`src/rtl/alu_result_uart_tx.sv`:
```
// alu_result_uart_tx: captures one ALU result word and shifts it out on a UART
// TX line. The frame is 8 data bits, LSB first, with the result zero-extended
// to 8 bits. Without parity the frame is 8N1.
// Optional feature: define ALU_TX_PARITY_EN to insert an even-parity bit
// between the last data bit and the stop bit.
// o_tx is a register that follows the frame state one cycle later. The line
// therefore falls on the edge after acceptance, and the stop bit's last
// cycle is also the single idle-high gap before a back-to-back frame.
module alu_result_uart_tx #(
  parameter int NB_DATA      = 6,
  parameter int CLKS_PER_BIT = 10416
) (
  input  logic               clock,
  input  logic               i_reset_n,
  input  logic [NB_DATA-1:0] i_data,
  input  logic               i_valid,
  output logic               o_ready,
  output logic               o_tx,
  output logic               o_done
);

  localparam int CW = $clog2(CLKS_PER_BIT);
  localparam logic [CW-1:0] CNT_LAST = CW'(CLKS_PER_BIT - 1);

`ifdef ALU_TX_PARITY_EN
  typedef enum logic [2:0] {S_IDLE, S_START, S_DATA, S_PARITY, S_STOP} state_t;
`else
  typedef enum logic [2:0] {S_IDLE, S_START, S_DATA, S_STOP} state_t;
`endif

  state_t        state_q, state_d;
  logic [CW-1:0] cnt_q;
  logic [2:0]    bit_q;
  logic [7:0]    shift_q;
  logic          tx_q, tx_d;
  logic          tick, accept;
`ifdef ALU_TX_PARITY_EN
  logic          par_q;
`endif

  assign tick   = (cnt_q == CNT_LAST);
  assign accept = i_valid && o_ready;
  assign o_tx   = tx_q;

  // State register
  always_ff @(posedge clock or negedge i_reset_n) begin
    if (!i_reset_n) state_q <= S_IDLE;
    else            state_q <= state_d;
  end

  // Next-state logic: every non-idle state lasts one bit period
  always_comb begin
    state_d = state_q;
    case (state_q)
      S_IDLE:  if (i_valid) state_d = S_START;
      S_START: if (tick) state_d = S_DATA;
`ifdef ALU_TX_PARITY_EN
      S_DATA:   if (tick && bit_q == 3'd7) state_d = S_PARITY;
      S_PARITY: if (tick) state_d = S_STOP;
`else
      S_DATA:  if (tick && bit_q == 3'd7) state_d = S_STOP;
`endif
      S_STOP:  if (tick) state_d = S_IDLE;
      default: state_d = S_IDLE;
    endcase
  end

  // Output decode: the line level for the current state, plus handshake and done
  always_comb begin
    tx_d    = 1'b1;
    o_ready = 1'b0;
    o_done  = 1'b0;
    case (state_q)
      S_IDLE:   o_ready = 1'b1;
      S_START:  tx_d = 1'b0;
      S_DATA:   tx_d = shift_q[0];
`ifdef ALU_TX_PARITY_EN
      S_PARITY: tx_d = par_q;
`endif
      S_STOP: begin
        tx_d   = 1'b1;
        o_done = tick;
      end
      default: tx_d = 1'b1;
    endcase
  end

  // Datapath: baud counter, bit index, shift register, and the registered line
  always_ff @(posedge clock or negedge i_reset_n) begin
    if (!i_reset_n) begin
      cnt_q   <= '0;
      bit_q   <= '0;
      shift_q <= '0;
      tx_q    <= 1'b1;
`ifdef ALU_TX_PARITY_EN
      par_q   <= 1'b0;
`endif
    end else begin
      tx_q <= tx_d;
      if (state_q == S_IDLE || tick) cnt_q <= '0;
      else                           cnt_q <= cnt_q + CW'(1);
      if (accept) begin
        // Snapshot the word so later i_data changes cannot disturb the frame
        shift_q <= 8'(i_data);
`ifdef ALU_TX_PARITY_EN
        par_q   <= ^i_data;
`endif
      end
      if (state_q == S_START && tick) bit_q <= 3'd0;
      if (state_q == S_DATA && tick) begin
        shift_q <= shift_q >> 1;
        bit_q   <= bit_q + 3'd1;
      end
    end
  end

endmodule

```
`config.mk`:
```
export PLATFORM = sky130hd
export DESIGN_NAME = alu_result_uart_tx
export DESIGN_NICKNAME = d
export VERILOG_FILES = /design/src/rtl/alu_result_uart_tx.sv
export SDC_FILE = /design/constraint.sdc
export NUM_CORES = 1
export LEC_CHECK = 0
export ABC_AREA = 0
export CAP_MARGIN = 20
export CORE_MARGIN = 2
export CORE_UTILIZATION = 40
export DETAILED_ROUTE_END_ITERATION = 10
export GPL_TIMING_DRIVEN = 0
export SETUP_SLACK_MARGIN = 0.05
export SLEW_MARGIN = 15
export SYNTH_ARGS = -nofsm -noshare
export SYNTH_HDL_FRONTEND = slang
export SYNTH_SLANG_ARGS = --single-unit
```
`constraint.sdc`:
```
create_clock -name clock -period 3.3 [get_ports clock]
set_input_delay 0.66 -clock clock [delete_from_list [all_inputs] [get_ports clock]]
set_output_delay 0.66 -clock clock [all_outputs]
set_load 0.02 [all_outputs]
```
==> results.txt <==
----------------------------------------------------
[Clocking]
  Post-cts hold buffer count ... 0
  Clock slew seen by the registers of the worst setup and hold paths ... 0.15 ns
  Insertion delay of the later-clocked pin in the worst-skew pair ... 0.33 ns
  Maximum level of the CTS H-tree ... 1
  Clk buf depth ... 2
  Number of sinks on the clock net ... 26
  CTS-repair resized insts ... 0
  CTS tree ... yes
  Number of CTS-inserted buffers ... 3
  Clock root buffer ... sky130_fd_sc_hd__clkbuf_4

[Setup path]
  Highest-delay cell along the critical path ... sky130_fd_sc_hd__or4bb_1
  Buffers and inverters on the worst path ... 1
  Source of the worst register-to-register timing path ... cnt_q[6]
  Worst-path maximum fanout ... 5
  Cells traversed along the worst timing path ... or4bb_1, nor4_4, and2_1, clkdlybuf4s50_1
  Worst stage delay on the critical path ... 0.59 ns
  Critical Path Source Type ... flop
  Category of cells accounting for the largest share of critical-path delay ... simple AND/OR/NAND/NOR gates
  CP Capture Type ... output pin
  Crit Reg-Reg Endpoint ... state_q[1]
  Worst reg2reg path depth ... 5
  Kind of critical path ... reg2out
  Arrival time of data at the critical path endpoint ... 2.43 ns
  Required time at the worst-slack endpoint ... 2.64 ns
  Flop2flop setup slack ... 1.16 ns

[Pwr]
  Leakage power ... 0.692 nW
  Total power density per cell area ... 324 nW/µm²
  IR drop worst, VDD ... 0.000182 V

[Floorplan]
  Die W ... 61.6 µm
  Die height ... 61.6 µm
  Starting density of the core ... 0.428
  Area of the core region ... 3100 µm²
  Floorplan die area ... 3800 µm²
  Number of standard-cell rows in the floorplan ... 20
  Total I/O pin count ... 12

[Timing]
  Maximum clock rate ... 324 MHz
  Relative slew margins ... 0.487
  Final Critical Period ... 3.09 ns
  Fin. Hold Viols ... 0
  Post-route clock skew ... 0.0101 ns
  Endpoints failing setup ... 0
  Setup TNS after final layout ... 0 ns
  Number of max-slew violations in the final report ... 0
  Tightest Pin Transition ... 0.767 ns
  RSZ-0062 raised after global routing ... false
  Final clock period utilization by the worst path ... 0.936
  Crit path setup slack, layout ... 0.210 ns
  Hold slack final ... 0.501 ns

[Detailed routing]
  Count of unresolved DRC violations after routing ... 0
  Via count ... 970
  TritonRoute pass-1 iters ... 4
  Post-DR vias/cell ... 5.16
  Total routed wirelength ... 2450 µm
  Starting DRC count in detailed routing ... 58
  ANT nets after route ... 0
  DR WL/cell ... 13.0 µm

[Synthesis]
  Count of unique library cells instantiated by Yosys ... 31
  Post-synthesis cell count ... 127
  Yosys Warn Count ... 0
  Synth Flop Type ... sky130_fd_sc_hd__dfrtp_1
  Count of flip-flops with a built-in enable after synthesis ... 0
  Post-synthesis net count ... 143
  Synth async-reset ratio ... 1.00
  Synthesized cell area ... 1330 µm²
  Avg Inst Size Synth ... 10.5 µm²
  Sequential-to-total area share from yosys stat ... 0.491
  Register bit total from synthesis ... 26

[Worst hold path]
  Start point of the worst hold path ... cnt_q[0]
  Min-Delay Path Class ... reg2reg
  Hold path endpoint ... cnt_q[0]
  Worst Hold Depth ... 1

[Placement]
  Worst Setup Slack post-DPL ... 0.313 ns
  Detailed placement HPWL ... 1800 µm
  Number of cells after detailed placement ... 183
  Placer Congestion ... 0.724
  IO Port Bufs ... 11

[Outcome]
  Run status ... finished, final reports clean

[GRT]
  Total gr overflow ... 0
  Largest net degree at the start of global routing ... 18
  Global-route total usage across every layer ... 0.157
  Wire length of the first global-routing pass ... 4400 µm
  Antenna violations before repair ... 0
  Number of global-route vias before repair ... 969

[Cells and area]
  Layout-stage area growth over the synthesis result ... 16.6%
  Finished Layout Cells ... 188
  Commonest non-fill, non-tap cell in the layout ... sky130_fd_sc_hd__dfrtp_1
  Final core utilization ... 0.499
  Ant. Diodes ... 0
  Most frequent cells in the layout ... 25 x sky130_fd_sc_hd__dfrtp_1, 18 x sky130_fd_sc_hd__nor2_1, 11 x sky130_fd_sc_hd__nand3_1, 11 x sky130_fd_sc_hd__clkdlybuf4s50_1, 10 x sky130_fd_sc_hd__xnor2_1
  Number of nets in the final layout ... 161
  Fraction of layout instances using a drive strength above 1 ... 0.0972

[Run]
  Max-cap violations ... 0

----------------------------------------------------
## metal layers
layer | GRT usage | up-vias | share of wire
met5 | 0 | - | 0
met4 | 0.0547 | 0 | 0.015
met3 | 0.0189 | 5 | 0.031
met2 | 0.259 | 22 | 0.48
met1 | 0.215 | 469 | 0.47
li1 | - | 474 | -
## logic make-up after synthesis
kind of cell,share of synthesized area
mux,0.0622
fa+ha+maj,0.0660
simple gates,0.207
buf+inv,0.0273
xor+xnor,0.0792
flops,0.491
compound gates,0.0669
## metrics by stage
step / area [µm²] / total power, mW
2_1_floorplan: 1330 / 0.325
3_3_place_gp: 1490 / 0.341
3_5_place_dp: 1500 / 0.343
4_1_cts: 1550 / 0.506
5_1_grt: 1550 / 0.524
6_report: 1550 / 0.502
## area by class of cell
type	count	area [µm²]
flip-flops and latches	26	652
clock buffers	4	36.3
fillers	331	1560
well taps	44	55.1
inverters	6	22.5
repair buffers	13	129
plain buffers	3	13.8
multi-input cells	92	639
## cells in the mapped netlist, drive strengths merged (3+ instances only)
library cell	count	area, µm²
dfrtp	25	626
mux2i	6	60.1
nand3	11	55.1
nor3	4	20.0
nand4	3	18.8
inv	6	22.5
xnor2	10	87.6
nor2	18	67.6
ha	7	87.6
o21ai	7	35.0
nand2	6	22.5
nor4	3	33.8
## report_power, final
| group | internal (mW) | leakage [nW] | switching [mW] |
|---|---|---|---|
| clock network | 0.0675 | 0.0210 | 0.0978 |
| registers | 0.319 | 0.314 | 0 |
| logic | 0.00957 | 0.357 | 0.00788 |
| total | 0.396 | 0.692 | 0.106 |
## worst max path at each step
| stage | startpoint | to | slack [ns] | depth (start not counted) |
|---|---|---|---|---|
| after floorplan | cnt_q[9] | o_done | 0.95 | 3 |
| after global placement | cnt_q[9] | o_done | 0.33 | 4 |
| after detailed placement | cnt_q[9] | o_done | 0.31 | 4 |
| after CTS | cnt_q[6] | o_done | 0.19 | 4 |
| after global routing | cnt_q[6] | o_done | 0.13 | 4 |
| final | cnt_q[6] | o_done | 0.21 | 4 |
## flip-flops by register name, indices dropped and copies added, names as in the netlist
signal and flops:
shift_q 6, cnt_q 14, state_q 2, o_tx 1
bit_q 3
## what timing repair did
action	CTS	global route
endpoints found under the setup margin	1	0
endpoints found under the hold margin	0	0
setup buffers	1	0
(Power assumes the default switching activity.)
